File: src/rtl/seg8_pkg.sv
// seg8_pkg: segment patterns, digit count and FSM state codes shared by the
// 8-segment display driver and the capture side.
package seg8_pkg;
   localparam int DIGITS = 4;
   localparam logic [6:0] SEG_0 = 7'h3F, SEG_1 = 7'h06, SEG_2 = 7'h5B, SEG_3 = 7'h4F,
                          SEG_4 = 7'h66, SEG_5 = 7'h6D, SEG_6 = 7'h7D, SEG_7 = 7'h07,
                          SEG_8 = 7'h7F, SEG_9 = 7'h6F, SEG_A = 7'h77, SEG_B = 7'h7C,
                          SEG_C = 7'h39, SEG_D = 7'h5E, SEG_E = 7'h79, SEG_F = 7'h71;
   localparam logic [15:0][6:0] SEG_TABLE = {SEG_F, SEG_E, SEG_D, SEG_C, SEG_B, SEG_A, SEG_9, SEG_8,
                                             SEG_7, SEG_6, SEG_5, SEG_4, SEG_3, SEG_2, SEG_1, SEG_0};
   typedef logic [1:0] state_t;
   localparam state_t SYNC = 2'd0, COLLECT = 2'd1, OUT = 2'd2;
   // index of the set bit in a one-hot digit select
   function automatic logic [1:0] oh_index(input logic [3:0] oh);
      return {oh[3] | oh[2], oh[3] | oh[1]};
   endfunction
endpackage

File: src/rtl/seg8_capture_if.sv
// seg8_capture_if: display bus in, rebuilt word and status out.
interface seg8_capture_if;
   logic [3:0]  drains;
   logic [7:0]  leds;
   logic [19:0] data;
   logic        data_valid;
   logic        seg_err;
   logic        blanked;
   modport master (output drains, leds, input data, data_valid, seg_err, blanked);
   modport slave (input drains, leds, output data, data_valid, seg_err, blanked);
endinterface

File: src/rtl/seg8_to_nibble.sv
// seg8_to_nibble: inverse 7-segment decode; o_valid low for patterns outside 0..F.
module seg8_to_nibble
   import seg8_pkg::*;
(
   input  logic [6:0] i_seg,
   output logic [3:0] o_nibble,
   output logic       o_valid
);
   always_comb begin
      o_nibble = '0;
      o_valid  = 1'b0;
      for (int k = 0; k < 16; k++)
         if (i_seg == SEG_TABLE[k]) begin
            o_nibble = 4'(k);
            o_valid  = 1'b1;
         end
   end
endmodule

File: src/rtl/seg8_capture.sv
// seg8_capture: snoops a 4-digit multiplexed display bus and rebuilds the
// {dots, hex} word it is showing, flagging protocol and pattern errors.
module seg8_capture
   import seg8_pkg::*;
#(
   parameter int HOLD_CYCLES = 1,
   parameter bit CHECK_ORDER = 1
) (
   input logic           clock,
   input logic           reset_n,
   seg8_capture_if.slave bus
);
   localparam logic [3:0] HOLD = 4'(HOLD_CYCLES);
   logic [3:0]              r_drains, r_cnt, r_mask;
   logic [7:0]              r_leds;
   logic                    r_fresh, r_blanked, r_valid, r_err;
   state_t                  r_state;
   logic [DIGITS-1:0][4:0]  r_slot;
   logic [19:0]             r_data, w_word;
   logic [3:0]              w_nib, w_cnt_nx, w_mask_nx;
   logic [1:0]              w_idx, w_next;
   logic                    w_seg_ok, w_same, w_blank, w_onehot, w_collect, w_start;
   logic                    w_order_err, w_err, w_take, w_done;
   seg8_to_nibble u_dec (.i_seg(r_leds[6:0]), .o_nibble(w_nib), .o_valid(w_seg_ok));
   // hold filter runs on the incoming sample so its acceptance pulse lines up with the stage-1 regs
   assign w_same    = {bus.drains, bus.leds} == {r_drains, r_leds};
   assign w_cnt_nx  = !w_same ? 4'd1 : (r_cnt == HOLD) ? HOLD : r_cnt + 4'd1;
   assign w_blank   = r_drains == 4'd0;
   assign w_onehot  = !w_blank && ((r_drains & (r_drains - 4'd1)) == 4'd0);
   assign w_idx     = oh_index(r_drains);
   assign w_next    = 2'($countones(r_mask));
   assign w_collect = r_state == COLLECT;
   assign w_start   = w_onehot && (w_idx == 2'd0 || (!CHECK_ORDER && r_state == OUT));
   assign w_order_err = CHECK_ORDER ? (w_idx != w_next) : r_mask[w_idx];
   assign w_err     = r_fresh && !w_blank &&
                      (!w_onehot || ((w_collect || w_start) && (!w_seg_ok || (w_collect && w_order_err))));
   assign w_take    = r_fresh && w_onehot && !w_err && (w_collect || w_start);
   assign w_mask_nx = (w_collect ? r_mask : 4'd0) | (4'b1 << w_idx);
   assign w_done    = w_take && w_mask_nx == 4'hF;
   always_comb begin
      w_word = '0;
      for (int k = 0; k < DIGITS; k++) begin
         w_word[16+k]  = (w_idx == 2'(k)) ? r_leds[7] : r_slot[k][4];
         w_word[4*k+:4] = (w_idx == 2'(k)) ? w_nib : r_slot[k][3:0];
      end
   end
   always_ff @(posedge clock) begin
      if (!reset_n) begin
         r_drains  <= '0;
         r_leds    <= '0;
         r_cnt     <= '0;
         r_fresh   <= 1'b0;
         r_blanked <= 1'b0;
         r_state   <= SYNC;
         r_mask    <= '0;
         r_slot    <= '0;
         r_data    <= '0;
         r_valid   <= 1'b0;
         r_err     <= 1'b0;
      end else begin
         r_drains  <= bus.drains;
         r_leds    <= bus.leds;
         r_cnt     <= w_cnt_nx;
         r_fresh   <= (w_cnt_nx == HOLD) && !(w_same && r_cnt == HOLD);
         r_blanked <= bus.drains == 4'd0;
         r_err     <= w_err;
         r_valid   <= w_done;
         r_state   <= (w_err || w_blank) ? SYNC : w_done ? OUT : (w_take || w_collect) ? COLLECT : SYNC;
         r_mask    <= (w_take && !w_done) ? w_mask_nx : (w_collect && !w_blank && !w_err) ? r_mask : 4'd0;
         if (w_take) r_slot[w_idx] <= {r_leds[7], w_nib};
         if (w_done) r_data <= w_word;
      end
   end
   assign bus.data       = r_data;
   assign bus.data_valid = r_valid;
   assign bus.seg_err    = r_err;
   assign bus.blanked    = r_blanked;
endmodule

File: src/flat_wrapper.sv
// flat-port wrapper written by rule: the top's interface ports become plain ports
module seg8_capture_flat import seg8_pkg::*;
#(
   parameter int HOLD_CYCLES = 1,
   parameter bit CHECK_ORDER = 1
)
  (clock, reset_n, bus_drains, bus_leds, bus_data, bus_data_valid, bus_seg_err, bus_blanked);
  seg8_capture_if bus_i ();
  input logic clock;
  input logic reset_n;
  input wire logic [$bits(bus_i.drains)-1:0] bus_drains;
  input wire logic [$bits(bus_i.leds)-1:0] bus_leds;
  output wire logic [$bits(bus_i.data)-1:0] bus_data;
  output wire logic [$bits(bus_i.data_valid)-1:0] bus_data_valid;
  output wire logic [$bits(bus_i.seg_err)-1:0] bus_seg_err;
  output wire logic [$bits(bus_i.blanked)-1:0] bus_blanked;
  assign bus_i.drains = bus_drains;
  assign bus_i.leds = bus_leds;
  assign bus_data = bus_i.data;
  assign bus_data_valid = bus_i.data_valid;
  assign bus_seg_err = bus_i.seg_err;
  assign bus_blanked = bus_i.blanked;
  seg8_capture #(.HOLD_CYCLES(HOLD_CYCLES), .CHECK_ORDER(CHECK_ORDER)) u_core (.clock(clock), .reset_n(reset_n), .bus(bus_i));
endmodule
File: config.mk
export PLATFORM = sky130hd
export DESIGN_NAME = seg8_capture_flat
export DESIGN_NICKNAME = d
export VERILOG_FILES = /design/src/rtl/seg8_pkg.sv /design/src/rtl/seg8_capture_if.sv /design/src/rtl/seg8_to_nibble.sv /design/src/rtl/seg8_capture.sv /design/src/flat_wrapper.sv
export SDC_FILE = /design/constraint.sdc
export NUM_CORES = 1
export LEC_CHECK = 0
export ABC_AREA = 1
export CORE_MARGIN = 2
export CORE_UTILIZATION = 51
export CTS_CLUSTER_SIZE = 24
export DETAILED_ROUTE_END_ITERATION = 10
export PLACE_DENSITY = 0.76
export RECOVER_POWER = 25
export SLEW_MARGIN = 20
export SYNTH_ARGS = -nofsm -noshare
export SYNTH_HDL_FRONTEND = slang
export SYNTH_SLANG_ARGS = --single-unit
File: constraint.sdc
create_clock -name clock -period 2.3 [get_ports clock]
set_clock_uncertainty 0.15 [all_clocks]
set_input_delay 0.46 -clock clock [delete_from_list [all_inputs] [get_ports clock]]
set_output_delay 0.46 -clock clock [all_outputs]
set_load 0.005 [all_outputs]
### Word-level counts from Yosys, hierarchy flattened

Index checks and enable logic that the tools add are counted.

* register bits: 66
* input bits: 14
* output and inout port bits: 23
* logic and storage cells: 136

* add/subtract/negate cells: 5
* $lt $le $gt $ge: 2
* eq/ne operators: 26
* shifts and indexed selects: 1
* multiplexer cells: 49
* bitwise logic cells: 5
* reduce and logical (&&, ||, !) cells: 33

Operators by type and width (count)
* $mux W4: 23
* $eq A7 B7 Y1 const B: 12
* $mux W1: 22
* $bwmux W20: 1
* $logic_and A1 B1 Y1: 16
* $eq A7 B3 Y1 const B: 2
* $eq A7 B6 Y1 const B: 2
* $eq A12 B12 Y1: 1
* $logic_not A4 Y1: 3
* $demux W5 S2: 1
* $eq A4 B1 Y1 const B: 2
* $logic_not A1 Y1: 6
* $logic_or A1 B1 Y1: 5
* $mux W5: 1
* $add A1 B1 Y2: 2
* $add A4 B1 Y4 const B: 1
* $and A4 B4 Y4: 1
* $eq A2 B1 Y1 const B: 2
* $eq A2 B2 Y1 const B: 2
* $eq A4 B4 Y1 const B: 1
* $or A4 B4 Y4: 1
* $shl A1 B2 Y4 const A: 1
* $sub A4 B1 Y4 const B: 1
* $lt A2 B3 Y1 const B: 1
* 10 further kinds: 11

### Logic depth before layout (Yosys ltp)

* depth after elaboration: 29
* mapped depth: 13
* depth with buffers taken out: 13

### By module

From an unflattened synthesis, not the netlist that was laid out.

* cell total of the unflattened synthesis: 481
* area, all modules: 3233.1 um2

Modules (own cells, without submodules)
* seg8_capture: instances 1, cells each 416, area an instance 2922.8 um2, sequential area each 1321.3 um2
* seg8_to_nibble: instances 1, cells each 65, area an instance 310.3 um2, sequential area each 0.0 um2

### Least setup slack after synthesis

Ideal clock, no wire load.

* path type: register to register
* start point: register u_core.r_mask[0]
* end point: register u_core.r_slot[13] (netlist bit)
* library setup time: 0.128 ns
* data arrival time: 2.066 ns
* data required time: 2.022 ns
* path slack: -0.043 ns
* stages on the path, launching flop included: 11
* path buffers: 0
* clock period less this slack: 2.343 ns
* path through: dfxtp_1 > fa_1 > ha_1 > xor2_1 > nand3_1 > a21oi_2 > nand2_2 > inv_4 > nand3_2 > o21ai_1 > nor2_1

* longest elaborated chain between the ends: 11

RTL lines
* from (decl): line seg8_capture.sv:14 `logic [3:0] r_drains, r_cnt, r_mask;`
* from (signal assigned): line seg8_capture.sv:69 `r_mask <= (w_take && !w_done) ? w_mask_nx : (w_collect && !w_blank && !w_err) ? r_mask : 4'd0;`
* $add A1 B1 Y2 (implied by the code): line seg8_capture.sv:31 `assign w_next = 2'($countones(r_mask));`
* $add A2 B2 Y2 (implied by the code): line seg8_capture.sv:31
* $ne A2 B2 Y1: line seg8_capture.sv:34 `assign w_order_err = CHECK_ORDER ? (w_idx != w_next) : r_mask[w_idx];`
* $logic_and A1 B1 Y1: line seg8_capture.sv:36 `(!w_onehot || ((w_collect || w_start) && (!w_seg_ok || (w_collect && w_order_err))));`
* $logic_or A1 B1 Y1: line seg8_capture.sv:36
* $logic_and A1 B1 Y1: line seg8_capture.sv:36
* $logic_or A1 B1 Y1: line seg8_capture.sv:36
* $logic_and A1 B1 Y1: line seg8_capture.sv:35 `assign w_err = r_fresh && !w_blank &&`
* $logic_not A1 Y1: line seg8_capture.sv:37 `assign w_take = r_fresh && w_onehot && !w_err && (w_collect || w_start);`
* $logic_and A1 B1 Y1 (2 in a row): line seg8_capture.sv:37
* to (signal, indexed assignment): line seg8_capture.sv:70 `if (w_take) r_slot[w_idx] <= {r_leds[7], w_nib};`
* to (decl): line seg8_capture.sv:18 `logic [DIGITS-1:0][4:0] r_slot;`

No other way between the ends.
A chain may end at the register's enable or synchronous reset.

### Final worst setup path

* start point: register u_core.r_mask[0]
* end point: register u_core.r_data[18], in the netlist u_core.bus.data[18]

* longest elaborated chain between the ends: 12
* elaborated cells on any way between the ends: 15
* classes of those cells: 2 x add/sub; 2 x eq/ne; 1 x mux; 1 x bitwise; 9 x reduce/logical

RTL lines
* $add A1 B1 Y2 (implied by the code): line seg8_capture.sv:31
* $add A2 B2 Y2 (implied by the code): line seg8_capture.sv:31
* $ne A2 B2 Y1: line seg8_capture.sv:34
* $logic_and A1 B1 Y1: line seg8_capture.sv:36
* $logic_or A1 B1 Y1: line seg8_capture.sv:36
* $logic_and A1 B1 Y1: line seg8_capture.sv:36
* $logic_or A1 B1 Y1: line seg8_capture.sv:36
* $logic_and A1 B1 Y1: line seg8_capture.sv:35
* $logic_not A1 Y1: line seg8_capture.sv:37
* $logic_and A1 B1 Y1 (2 in a row): line seg8_capture.sv:37
* $logic_and A1 B1 Y1 *: line seg8_capture.sv:39 `assign w_done = w_take && w_mask_nx == 4'hF;`
* to (signal assigned): line seg8_capture.sv:71 `if (w_done) r_data <= w_word;`
* to (decl): line seg8_capture.sv:19 `logic [19:0] r_data, w_word;`

Every way passes the cells marked *; elsewhere a longest branch is shown, timed or not.

==> run_results.csv <==
group,metric,value,unit
yosys,synth-edff-count,0,
yosys,synthCells,464,
min_path,hold_depth,2,
floorplanning,core,6350,µm²
sta,min_period,2.49,ns
critical_path,start_kind,"flip-flop",
yosys,syn_avg_cell_area,7.21,µm²
floorplanning,io_pins,37,
yosys,synth_top_area_cell,"dfxtp_1",
yosys,synth_compound_area_frac,0.0921,
clock_network,cts_tree,"yes",
cells_and_area,seq_area,1320,µm²
route,totalWireLength,7950,µm
sta,finalWorstSetupSlack,-0.195,ns
global_route,grt_max_degree,42,
place,dp_hpwl,5420,µm
place,io_buffers,36,
clock_network,htree_levels,3,
critical_path,worstSetupPathType,"reg -> reg",
yosys,synth-adder-area-share,0.0172,
global_route,first_global_vias,3027,
sta,relSlewSlack,0.694,
yosys,synthSimpleGateAreaFrac,0.359,
clock_network,clk_latency,0.35,ns
yosys,yosys.area.top_type_share,0.395,
status,violations,"negative setup slack",
clock_network,cts_root_buffer,"clkbuf_8",
clock_network,cts_buffer_depth,2,
power,leakage,0.00197,µW
global_route,grt_pass1_wl,13800,µm
route,vias_per_cell,5.23,
sta,hold_viol_final,0,
place,gp_congestion,0.860,
sta,slew_violations,0,
clock_network,cts_sinks,66,
yosys,synthFlopType,"dfxtp_1",
route,drtAntennaViolNets,0,
critical_path,critPathCaptureType,"flip-flop",
global_route,grt_overflow,0,
place,place_ws,-0.201,ns
power,power_density,592,nW/µm²
yosys,synth_area,3340,µm²
yosys,ys_ff_latch,66,
sta,timing.final.crit_share,1.08,
yosys,async_flop_share,0,
yosys,synth_top_family_by_area,"simple AND/OR/NAND/NOR gates",
place,placed_area,3850,µm²
global_route,track_usage,0.237,
critical_path,reg2reg_slack,-0.19,ns
status,status,"finished, violations left",
yosys,syn-num-nets,482,
power,ir_drop,0.464,mV
route,drtPass1Iterations,5,
critical_path,cp_data_required_time,2.45,ns
cells_and_area,antennaDiodeCount,0,
route,drtIter0Drc,169,
floorplanning,rows,29,
sta,fmax,401,MHz
cells_and_area,n_fill_cell,530,
critical_path,arrival,2.64,ns
min_path,hold_class,"reg -> reg",
sta,rsz0062_at_grt,"yes",
route,routedWlPerCell,13.4,µm
floorplanning,die_y,85.0,µm
floorplanning,start_util,0.527,
yosys,ys_seq_area_frac,0.395,
clock_network,cts_buffers,9,
critical_path,path_max_fanout,21,
sta,tightest_slew,0.457,ns
critical_path,reg2regPathDepth,10,
floorplanning,dieArea,7220,µm²
yosys,muxShareOfSynthArea,0,
yosys,synthXorXnorAreaFrac,0.0419,
sta,fin_setup_tns,-6.57,ns
cells_and_area,fin_nets,531,
route,remaining_drc_errors,0,
yosys,synth_cell_types,39,
cells_and_area,fin_area,4220,µm²
yosys,synth_area_leaders,"dfxtp_1 40%, nand2_1 14%, inv_1 5.8%",
run,max-cap-violations,0,
clock_network,clk_pin_slew,0.08,ns
cells_and_area,area_delta_synth_final,26.3,%
floorplanning,fp.dieW,85.0,µm
cells_and_area,drive_above_1_share,0.176,
route,vias,3112,
sta,finalSetupViolCount,47,
global_route,antenna_found_initial,0,
yosys,yosysWarnings,0,
cells_and_area,fin_util,0.665,
cells_and_area,multi_input_area,1810,µm²
[worst max-delay path, cell delays in order, from the launching register on]
cell	delay [ns]
dfxtp_2	0.34
fa_1	0.49
ha_1	0.30
xor2_1	0.14
nand3_1	0.13
a21oi_4	0.23
nand4_4	0.16
nor2_4	0.13
buf_12	0.16
o211ai_1	0.12
nand2_1	0.07
[per-stage QoR]
| stage | hold WS [ns] | instances | power (µW) |
|---|---|---|---|
| 3_5_place_dp | 0.287 | 574 | 1440 |
| 5_1_grt | 0.337 | 595 | 2590 |
| 4_1_cts | 0.314 | 594 | 2490 |
| 2_1_floorplan | 0.271 | 464 | 1370 |
| 3_3_place_gp | 0.282 | 574 | 1430 |
| 6_report | 0.317 | 595 | 2500 |
[where the power goes]
part	internal (µW)	leakage, µW	switching [µW]	total [µW]
registers	1160	0.000537	22.0	1180
logic	106	0.00132	172	278
clock network	565	0.000106	477	1040
total	1830	0.00197	671	2500
[synth_stat cells, types with 2 or more instances]
cell type and count:
nor2_4 3, a21oi_1 16, buf_2 4, inv_2 4
nand2_1 124, nand4_1 19, nand3_4 2, o21ai_1 4
inv_1 52, ha_1 3, nor2_1 49, o21ai_2 3
nor4_1 2, o21ai_0 10, clkbuf_1 6, nand3_2 3
nor3_1 6, o211ai_1 12, buf_6 4, nand4_4 2
xor2_1 8, dfxtp_1 66, xnor2_1 8, nand3_1 32
nand2_2 8
[what timing repair did]
item,CTS,global route
hold endpoints to repair,0,0
hold buffers,0,0
gates cloned,2,0
pin swaps,15,10
setup buffers,2,1
endpoints found under the setup margin,47,48
resized for setup,14,22
[kinds of logic after synthesis]
family          Yosys count
compound gates           49
xor+xnor                 16
fa+ha+maj                 4
buf+inv                  74
flops                    66
simple gates            255
[flip-flops by register name, summed over array words and instances, names as in the netlist]
register,cells
u_core.bus.blanked,1
u_core.bus.data,20
u_core.bus.data_valid,1
u_core.bus.seg_err,1
u_core.r_cnt,4
u_core.r_drains,4
u_core.r_fresh,1
u_core.r_leds,8
u_core.r_mask,4
u_core.r_slot,20
u_core.r_state,2
[cell usage in the layout (no fill, tap or decap), drive strengths merged]
cell type and instances:
dfxtp 66, clkinvlp 1, xor2 8, nor3 6
inv 61, and3 1, nand2 132, o21ai 17
o211ai 12, nor2 53, nor4 2, dlygate4sd3 1
clkbuf 11, a21oi 18, o21a 1, xnor2 8
clkinv 3, a41oi 1, ha 3, fa 1
buf 15, or2 2, bufinv 1, nand3 37
nand4 22, clkdlybuf4s50 35
[path summary, 6_finish.rpt]
path | start | end
worst max register to register | u_core.r_mask[0] | u_core.bus.data[18]
worst min register to register | u_core.bus.data[14] | u_core.bus.data[14]
worst max-delay path | u_core.r_mask[0] | u_core.bus.data[18]
worst min-delay path | u_core.bus.data[14] | u_core.bus.data[14]
[layer usage]
metal	part of all wire	wire length, µm	global-route usage	up-vias
li1	-	-	-	1596
met2	0.47	3700	0.388	79
met5	0	0	0.0140	-
met4	0.021	168	0.0952	0
met3	0.048	381	0.0525	15
met1	0.47	3700	0.301	1422
[final cells by class]
| cell class | instances | area share |
|---|---|---|
| flip-flops and latches | 66 | 0.313 |
| repair buffers | 51 | 0.125 |
| inverters | 59 | 0.0545 |
| multi-input cells | 324 | 0.429 |
| clock buffers | 11 | 0.0359 |
| repair inverters | 2 | 0.00533 |
| well taps | 77 | 0.0228 |
| clock inverters | 5 | 0.0142 |
Note: power is estimated with default switching activity, not from simulation.
